<file path="src/rtl/alu_core.sv">
// 8-bit datapath ALU for the 2A03 core: AI/BI operand latches, five operations,
// registered result (add) with carry (acr) and overflow (avr) flags.
module alu_core (
  input  logic       clk,
  input  logic       rst,
  input  logic [7:0] db,
  input  logic [7:0] sb,
  input  logic [7:0] adl,
  input  logic       sb_ai,
  input  logic       zero_ai,
  input  logic       db_bi,
  input  logic       ndb_bi,
  input  logic       adl_bi,
  input  logic       sums,
  input  logic       ands,
  input  logic       eors,
  input  logic       ors,
  input  logic       srs,
  input  logic       cin,
  output logic [7:0] add,
  output logic       acr,
  output logic       avr,
  output logic       add_valid
);

  typedef enum logic [2:0] {
    OP_NONE,
    OP_SUM,
    OP_AND,
    OP_EOR,
    OP_OR,
    OP_SR
  } op_t;

  logic [7:0] ai_reg;
  logic [7:0] bi_reg;
  logic [7:0] ai_next;
  logic [7:0] bi_next;
  logic [7:0] and_bits;
  logic [7:0] eor_bits;
  logic [7:0] or_bits;
  logic [8:0] sum9;
  logic [7:0] add_next;
  logic       acr_next;
  logic       avr_next;
  op_t        op_sel;

  // Bitwise units operate per bit on the registered operands.
  genvar gi;
  generate
    for (gi = 0; gi < 8; gi++) begin : g_logic
      assign and_bits[gi] = ai_reg[gi] & bi_reg[gi];
      assign eor_bits[gi] = ai_reg[gi] ^ bi_reg[gi];
      assign or_bits[gi]  = ai_reg[gi] | bi_reg[gi];
    end
  endgenerate

  assign sum9 = {1'b0, ai_reg} + {1'b0, bi_reg} + {8'd0, cin};

  always_comb begin
    ai_next = ai_reg;
    if (zero_ai)
      ai_next = 8'h00;
    else if (sb_ai)
      ai_next = sb;
  end

  always_comb begin
    bi_next = bi_reg;
    if (ndb_bi)
      bi_next = ~db;
    else if (db_bi)
      bi_next = db;
    else if (adl_bi)
      bi_next = adl;
  end

  always_comb begin
    op_sel = OP_NONE;
    if (sums)
      op_sel = OP_SUM;
    else if (ands)
      op_sel = OP_AND;
    else if (eors)
      op_sel = OP_EOR;
    else if (ors)
      op_sel = OP_OR;
    else if (srs)
      op_sel = OP_SR;
  end

  // No decimal correction: the D flag never reaches this block.
  always_comb begin
    add_next = add;
    acr_next = acr;
    avr_next = avr;
    case (op_sel)
      OP_SUM: begin
        add_next = sum9[7:0];
        acr_next = sum9[8];
        avr_next = (ai_reg[7] ~^ bi_reg[7]) & (ai_reg[7] ^ sum9[7]);
      end
      OP_AND: begin
        add_next = and_bits;
        acr_next = 1'b0;
        avr_next = 1'b0;
      end
      OP_EOR: begin
        add_next = eor_bits;
        acr_next = 1'b0;
        avr_next = 1'b0;
      end
      OP_OR: begin
        add_next = or_bits;
        acr_next = 1'b0;
        avr_next = 1'b0;
      end
      OP_SR: begin
        add_next = {cin, ai_reg[7:1]};
        acr_next = ai_reg[0];
        avr_next = 1'b0;
      end
      default: begin
        add_next = add;
        acr_next = acr;
        avr_next = avr;
      end
    endcase
  end

  always_ff @(posedge clk or posedge rst) begin
    if (rst) begin
      ai_reg    <= 8'h00;
      bi_reg    <= 8'h00;
      add       <= 8'h00;
      acr       <= 1'b0;
      avr       <= 1'b0;
      add_valid <= 1'b0;
    end else begin
      ai_reg    <= ai_next;
      bi_reg    <= bi_next;
      add       <= add_next;
      acr       <= acr_next;
      avr       <= avr_next;
      add_valid <= (op_sel != OP_NONE);
    end
  end

endmodule

</file>
<file path="config.mk">
export PLATFORM = sky130hd
export DESIGN_NAME = alu_core
export DESIGN_NICKNAME = d
export VERILOG_FILES = /design/src/rtl/alu_core.sv
export SDC_FILE = /design/constraint.sdc
export NUM_CORES = 1
export LEC_CHECK = 0
export CAP_MARGIN = 10
export CORE_MARGIN = 2
export CORE_UTILIZATION = 40
export CTS_BUF_LIST = sky130_fd_sc_hd__clkbuf_8
export CTS_CLUSTER_DIAMETER = 120
export DETAILED_ROUTE_END_ITERATION = 10
export DONT_BUFFER_PORTS = 1
export GPL_TIMING_DRIVEN = 0
export PLACE_DENSITY_LB_ADDON = 0.12
export SKIP_LAST_GASP = 1
export SYNTH_ARGS = -nofsm -noshare
export SYNTH_HDL_FRONTEND = slang
export SYNTH_SLANG_ARGS = --single-unit
</file>
<file path="constraint.sdc">
create_clock -name clk -period 2.2 [get_ports clk]
set_clock_uncertainty 0.15 [all_clocks]
set_input_delay 0.55 -clock clk [delete_from_list [all_inputs] [get_ports clk]]
set_output_delay 0.55 -clock clk [all_outputs]
set_load 0.01 [all_outputs]
</file>
==> run summary, run 1 <==
Once detail routing completed, the nets flagged for antenna violations numbered 0. The clock-pin slew of the registers on the worst-case setup and hold paths works out to 0.10 ns. The largest total area in the synthesized netlist belongs to sky130_fd_sc_hd__dfrtp_1. TritonCTS built the clock tree.

Across all layers, the routed design uses 1673 vias. For the number of top-level pins, the log shows 48. The run gives 2059 um2 as the cell area after synthesis.

Walking the worst path, the cells encountered are buf_4 -> buf_4 -> fa_2 -> a21oi_4 -> o21ai_4 -> a311o_1 -> a211oi_2. The number of cells produced by synthesis is 231, and the maximum number of buffers from clock root to sink is 2. Die span in x: 75.76 um. Cells fill 45.83% of the core in the end. Yosys mapped the design onto 47 distinct sky130hd cell types.

After the first detailed-routing iteration, the DRC count stood at 115. The run gives 7 as the final hold violation count. Global-route met1 utilization: 24.65%. The number of synthesized flops with an enable pin was 0. The worst-margin pin slew works out to 0.5797 ns. In this run the critical register-to-register path is launched from ai_reg[1]. Delay of the slowest critical-path stage: 0.44 ns.

The run finished, with violations left. For the final routed database, the setup TNS stands at 0 ns. The sequential fraction of the synthesis area is 32.81%. The H-tree level count was 1; the number of search-and-repair iterations in the first detailed-routing pass was 4. In the finished design, the share of the clock period the worst path needs comes to 97.39%. Class of the tightest hold or removal check: in -> async. The number of cell rows was 26. The clock net in this run drives a total of 27 sinks. The tools report the data required time at the worst endpoint as 2.25 ns.

The fraction of final layout cells with drive strength greater than 1 came out at 15.64%. Grouping stages by cell kind, the critical path spends the most delay in compound AO/OA/AOI/OAI gates. For the worst flop-to-flop path, the logic depth is 7.

The logs give -0.01505 ns for the worst hold margin and 40.84% for the initial core utilization. The critical path contains buffers and inverters numbering 2 combined. In the post-synthesis netlist, the biggest area contributors are sky130_fd_sc_hd__dfrtp_1, sky130_fd_sc_hd__mux2i_1, sky130_fd_sc_hd__ha_1. The most frequent cell on the critical path is sky130_fd_sc_hd__buf_4.

For the routability congestion estimate from global placement, the log shows 0.8226. The clock latency of the later-clocked register in the worst-skew pair was 0.28 ns. The tools report the type of origin of the critical path as a flop. Dividing the detail-routed wire length by the instance count gives 15.70 um. The worst path in the final design needs a cycle of 2.143 ns, including I/O delays and setup. Measured along the y axis, the die boundary spans 75.76 um. The logs give 466.7 MHz for the top achievable clock speed and 27.78% for the global routing met2 resource utilization.

Setup repair after global routing could not meet its margin everywhere. The share of flip-flops with an asynchronous set or reset after synthesis is 100.0%. During synthesis, Yosys emitted a total of 0 warnings.

The final max-slew violation count was 0; the layout overhead on the synthesized area was 12.21%. The tools report the global-route total usage across every layer as 17.66%. The area share of the leading cell type in the synthesized netlist was 32.81%. The kind of critical path was reg -> reg. The most used flip-flop cell after synthesis is sky130_fd_sc_hd__dfrtp_1.

The power density over the cells works out to 548.6 nW/um2. The overall overflow remaining after global route was 0. After detailed routing, the number of vias per cell comes to 5.345. The run gives 7631 um as the first-pass GRT wire length.

The tools report the cell at the root of the clock tree as sky130_fd_sc_hd__clkbuf_8. The initial antenna violation count is 0, and the average cell area after synthesis is 8.915 um2. Across the VDD grid, the largest voltage drop is 0.2785 mV. The pin count of the biggest net entering global routing is 28, and the total leakage power is 0.001055 uW. The run gives 1536 as the via count of the first global-routing pass.

The DRC violations left is 0, and the number of input and output port buffers inserted is 0. Setup violations remaining at the end of the flow were counted as 0. The worst register-to-register path has a setup slack of 0.06 ns. The most common cell in the synthesized netlist is sky130_fd_sc_hd__nor2_1. The tools report the core outline area as 5042 um2. In this run the tightest slew margin relative to its limit is 61.35%. The tool flagged a number of max-cap violations equal to 0. By count the netlist is led by sky130_fd_sc_hd__nor2_1, sky130_fd_sc_hd__dfrtp_1, sky130_fd_sc_hd__mux2i_1.

The checks that failed: hold timing. TritonCTS created 3 clock buffers. Buffers inserted to repair hold after CTS numbered 0.

Counting flops and latches in the post-synthesis netlist gives 27. The layout has 508 filler cells. At the worst endpoint, the arrival time is 2.20 ns.

The terminus of the critical flop-to-flop path was add[6]. Among all stages on the critical path, the largest delay is contributed by sky130_fd_sc_hd__dfrtp_2. Of all nets on the critical path, the largest fanout is 4.

The total wirelength of the detailed-routed design was 4913 um; the die outline area was 5739 um2. The run gives 3.704% as the met3 demand-to-capacity share in global routing. The tools report the half-perimeter wire length after placement as 3762 um. The final layout contains 299 nets. The nature of the critical path endpoint is a flop.

met2 is the most crowded layer. Post-synthesis net count: 286. The number of diodes came out at 0.
## power breakdown
| group | switching, uW | total (uW) | internal [uW] |
|---|---|---|---|
| logic | 192 | 363 | 171 |
| clock network | 171 | 299 | 127 |
| registers | 58.3 | 606 | 548 |
| total | 422 | 1270 | 846 |
## placed cells by master, fill, tap and decap left out, types with 3 or more instances in the layout
cell | Yosys | routed
sky130_fd_sc_hd__nor2_1 | 30 | 30
sky130_fd_sc_hd__dfrtp_1 | 27 | 25
sky130_fd_sc_hd__mux2i_1 | 23 | 23
sky130_fd_sc_hd__inv_1 | 21 | 18
sky130_fd_sc_hd__a21oi_1 | 19 | 18
sky130_fd_sc_hd__ha_1 | 16 | 15
sky130_fd_sc_hd__nand2_1 | 12 | 12
sky130_fd_sc_hd__nor3_1 | 10 | 10
sky130_fd_sc_hd__buf_4 | 0 | 7
sky130_fd_sc_hd__clkbuf_1 | 6 | 6
sky130_fd_sc_hd__o21a_1 | 5 | 5
sky130_fd_sc_hd__buf_2 | 3 | 3
sky130_fd_sc_hd__or2_2 | 3 | 3
sky130_fd_sc_hd__a211oi_1 | 3 | 3
sky130_fd_sc_hd__nor2b_1 | 3 | 3
sky130_fd_sc_hd__o22ai_1 | 3 | 3
sky130_fd_sc_hd__inv_2 | 0 | 3
sky130_fd_sc_hd__o31a_1 | 3 | 3
sky130_fd_sc_hd__clkbuf_8 | 0 | 3
## worst register-to-register path: stages (launching register included)
cell,delay [ns]
sky130_fd_sc_hd__dfrtp_2,0.44
sky130_fd_sc_hd__buf_4,0.14
sky130_fd_sc_hd__buf_4,0.13
sky130_fd_sc_hd__fa_2,0.41
sky130_fd_sc_hd__a21oi_4,0.20
sky130_fd_sc_hd__o21ai_4,0.09
sky130_fd_sc_hd__a311o_1,0.31
sky130_fd_sc_hd__a211oi_2,0.18
## worst max-delay path by stage
stage	startpoint	to	slack, ns	cells past startpoint
6_report	ai_reg[1]	add[6]	0.06	7
5_1_grt	ai_reg[1]	avr	-0.04	7
4_1_cts	bi_reg[0]	add[6]	-0.04	8
3_5_place_dp	cin	add[6]	-0.14	8
3_3_place_gp	cin	add[6]	-0.13	8
2_1_floorplan	cin	add[6]	0.007	8
## cell type report
cell class	instances	area (um2)	area share, %
multi-input combinational	169	1267	54.85
sequential	27	678.2	29.34
tap	70	87.58	3.790
timing repair buffer	8	80.08	3.465
inverter	21	78.83	3.411
buffer	14	72.57	3.140
clock buffer	3	41.29	1.787
clock inverter	1	5.005	0.2166
## through the flow
step           setup WS, ns  total power [uW]  area, um2  cells
2_1_floorplan      0.007144             876.6       2072    231
3_3_place_gp        -0.1311             945.6       2160    301
3_5_place_dp        -0.1389             950.1       2160    301
4_1_cts            -0.03521              1255       2230    307
5_1_grt            -0.04000              1353       2311    313
6_report            0.05738              1268       2311    313
## metal layers
metal | vias up | part of all wire (%)
met5 | - | 0
met4 | 0 | 1.0
met3 | 4 | 6.6
met2 | 62 | 45
met1 | 766 | 47
li1 | 841 | -
## logic make-up after synthesis
logic type | share of synthesized area [%]
AOI/OAI and AO/OA | 19.93
xor gates and xnor gates | 0.4254
adders and majority gates | 11.66
buffers and inverters | 7.351
DFF | 32.81
muxes | 11.18
and+or+nand+nor | 16.65
## repair_timing
item,in CTS,in global routing
setup buffers,2,5
resized for setup,2,6
pin swaps,1,6
setup endpoints to repair,3,3
Power figures use the tool's default switching activity.
==> run 2, diff against run 1 <==
- clock period: 2.2 -> 2.4 ns (I/O delays scaled with it)
==> run 2 against run 1 <==
  * The run now ends clean
  * Largest cell class unchanged
  * Clock power down 7.7%
  * First-iteration DRC count decreased by 30%
  * Cell area fell by 2.6%
  * Wire length is 1.0% lower
  * Critical path type unchanged
  * Sequential share of layout area up 0.67 points
  * Register-to-register slack better by 0.03 ns
  * Die area is the same
  * Non-clock buffer count fell by 5
  * Maximum frequency down 7.2%
  * Clock-buffer cell count stayed put
==> run summary, run 2 (same netlist as run 1, synthesis figures left out) <==
The tools report the startpoint of the worst register-to-register path as bi_reg[0] (was ai_reg[1]). The average wire length per cell after detail routing is 15.79 um (was 15.70 um). The DRC violations left was 0 (unchanged). The number of sinks handled by clock tree synthesis came out at 27 (unchanged).

The run gives 0 (was 7) as the final hold violation count. The number of setup violations in the final report is 0 (unchanged), and the fraction of final layout cells with drive strength greater than 1 is 11.34% (was 15.64%). For the die outline area, the log shows 5739 um2 (unchanged). The most common library cell in the layout ignoring fill and taps was sky130_fd_sc_hd__nor2_1 (unchanged). The first-pass GRT wire length is 7810 um (was 7631 um).

The run gives 433.2 MHz (was 466.7 MHz) as the top achievable clock speed. The power density over the cells is 509.9 nW/um2 (was 548.6 nW/um2). Setup repair after global routing left no endpoint under its margin. Initial core utilization: 40.84% (unchanged).

The via count is 1672 (was 1673), and the number of input and output port buffers inserted is 0 (unchanged). The run gives 0 (unchanged) as the post-route antenna net violation count. The average via count per standard cell was 5.429 (was 5.345). The number of search-and-repair iterations in the first detailed-routing pass is 4 (unchanged). The number of nets in the finished design is 294 (was 299), and the sequential fraction of design power is 48.6% (was 47.8%). The global-route total usage across every layer came out at 18.00% (was 17.66%). The switching share of total power works out to 33.56% (was 33.25%). The layout overhead on the synthesized area works out to 9.295% (was 12.21%). For the maximum number of buffers from clock root to sink, the log shows 2 (unchanged).

Number of top-level pins: 48 (unchanged). The tools report the number of cells in the design after placement as 301 (unchanged). The terminus of the critical flop-to-flop path is add[6] (unchanged). Worst slack at placement: -0.2149 ns (was -0.1389 ns).

Initial antenna violation count: 0 (unchanged). The final period utilization was 96.19% (was 97.39%); the worst-margin pin slew was 0.5807 ns (was 0.5797 ns). Clock-pin slew of the registers on the worst-case setup and hold paths: 0.10 ns (about the same). The worst endpoint data arrival time came out at 2.37 ns (was 2.20 ns).

The height of the die was 75.76 um (unchanged). The half-perimeter wire length after placement was 3746 um (was 3762 um); the clock latency of the later-clocked register in the worst-skew pair was 0.28 ns (about the same). The detailed router's first-iteration violation count is 81 (was 115), and the number of CTS-inserted buffers is 3 (unchanged).

The routability congestion estimate from global placement came out at 0.8221 (was 0.8226). The hold buffer count at CTS was 0 (unchanged); the overall overflow remaining after global route was 0 (unchanged). For the tightest slew margin relative to the limit, the log shows 61.28% (was 61.35%). The data required time at the worst endpoint is 2.46 ns (was 2.25 ns). For the number of non-filler instances in the completed layout, the log shows 308 (was 313).

The total wirelength of the detailed-routed design was 4862 um (was 4913 um). The nature of the critical path endpoint is a flop (unchanged). The final critical-path setup slack came out at 0.09145 ns (was 0.05738 ns).

Most used cells in the layout excluding fill and tap cells: sky130_fd_sc_hd__nor2_1, sky130_fd_sc_hd__dfrtp_1, sky130_fd_sc_hd__mux2i_1, sky130_fd_sc_hd__inv_1, sky130_fd_sc_hd__a21oi_1 (unchanged). Number of diodes: 0 (unchanged). The pin count of the biggest net entering global routing came out at 28 (unchanged). The core outline area was 5042 um2 (unchanged); the setup slack on the worst flop-to-flop path was 0.09 ns (was 0.06 ns). The via count of the first global-routing pass came out at 1585 (was 1536). The switching power of the nets is 385.1 uW (was 421.5 uW). The max-capacitance violation count was 0 (unchanged); the peak ir drop on the vdd network was 0.2785 mV (about the same). The portion of total power attributed to the clock network came out at 24.1% (was 23.6%). The internal power component is 762.5 uW (was 846.2 uW), and the number of cell rows is 26 (unchanged). The largest fanout on the critical path works out to 4 (unchanged). The tools report the type of origin of the critical path as a flop (unchanged). For the total power consumption of the routed design, the log shows 1148 uW (was 1268 uW). The die span in x came out at 75.76 um (unchanged).

TritonCTS built the clock tree. Cell at the root of the clock tree: sky130_fd_sc_hd__clkbuf_8 (unchanged). The run gives 0 (unchanged) as the final max-slew violation count. The kind of critical path was reg -> reg (unchanged). The worst reg2reg path depth is 8 (was 7), and the total leakage power is 0.001029 uW (was 0.001055 uW). The logs give 27.3% (was 28.6%) for the relative contribution of combinational cells to total power and 1 (unchanged) for the H-tree level count.

The flow ran to the end, and the final reports show no timing, DRC or antenna violations. The minimum period implied by the final worst setup slack works out to 2.309 ns (was 2.143 ns). The class of the tightest hold or removal check is in -> async (unchanged).
## run 2: cell types whose count changed in the layout (fill, tap and decap cells not counted), moves of 2 or more
| cell | previous run | this run |
|---|---|---|
| sky130_fd_sc_hd__inv_2 | 3 | 1 |
| sky130_fd_sc_hd__dfrtp_2 | 2 | 0 |
| sky130_fd_sc_hd__dfrtp_1 | 25 | 27 |
| sky130_fd_sc_hd__inv_1 | 18 | 20 |
| sky130_fd_sc_hd__buf_4 | 7 | 2 |
## run 2: per-layer routing
layer / vias up / share of wire (%) / global-route usage (%)
met1: 776 / 48 / 25.27
li1: 835 / - / -
met4: 0 / 1.3 / 4.873
met2: 54 / 44 / 27.87
met5: - / 0 / 0
met3: 7 / 6.5 / 4.101
## run 2: area by class of cell
cell class | count | area [um2]
tap | 70 | 87.58
sequential | 27 | 675.6
clock inverter | 1 | 5.005
fill | 511 | 2791
clock buffer | 3 | 41.29
timing repair buffer | 3 | 30.03
inverter | 21 | 78.83
multi-input combinational | 169 | 1260
buffer | 14 | 72.57
## run 2: timing repair
item / in CTS / in global routing
pin swaps: 0 / 4
endpoints found under the setup margin: 1 / 1
setup buffers: 0 / 2
gates resized for setup: 2 / 3
## run 2: critical path, cell delays in order (launching register included)
cell                       delay [ns]
sky130_fd_sc_hd__dfrtp_1         0.43
sky130_fd_sc_hd__inv_1           0.11
sky130_fd_sc_hd__fa_2            0.22
sky130_fd_sc_hd__inv_1           0.06
sky130_fd_sc_hd__fa_2            0.37
sky130_fd_sc_hd__a21oi_4         0.20
sky130_fd_sc_hd__o21ai_4         0.09
sky130_fd_sc_hd__a311o_1         0.39
sky130_fd_sc_hd__a211oi_2        0.21
## run 2: worst max-delay path by stage
stage	start	to	slack, ns
6_report	bi_reg[0]	add[6]	0.09
5_1_grt	ai_reg[1]	add[7]	0.01
4_1_cts	ai_reg[0]	add[6]	0.002
3_5_place_dp	cin	add[6]	-0.21
3_3_place_gp	cin	add[6]	-0.20
2_1_floorplan	cin	add[6]	0.005
## run 2: stage by stage
stage / utilization [%] / setup TNS [ns] / hold slack, ns / cell area [um2]
floorplan: - / 0 / 0.3600 / 2064
global placement: 42.68 / -0.1993 / 0.3857 / 2152
detailed placement: 42.68 / -0.2149 / 0.3886 / 2152
CTS: 43.75 / 0 / 0.2406 / 2206
global route: 44.64 / 0 / 0.1397 / 2251
finish: 44.64 / 0 / 0.1027 / 2251
## run 2: power groups by stage
stage | combinational, uW | sequential [uW] | clock (uW)
finish | 314 | 558 | 276
global route | 352 | 565 | 303
CTS | 302 | 559 | 285
detailed placement | 297 | 569 | 0
global placement | 296 | 567 | 0
floorplan | 247 | 552 | 0
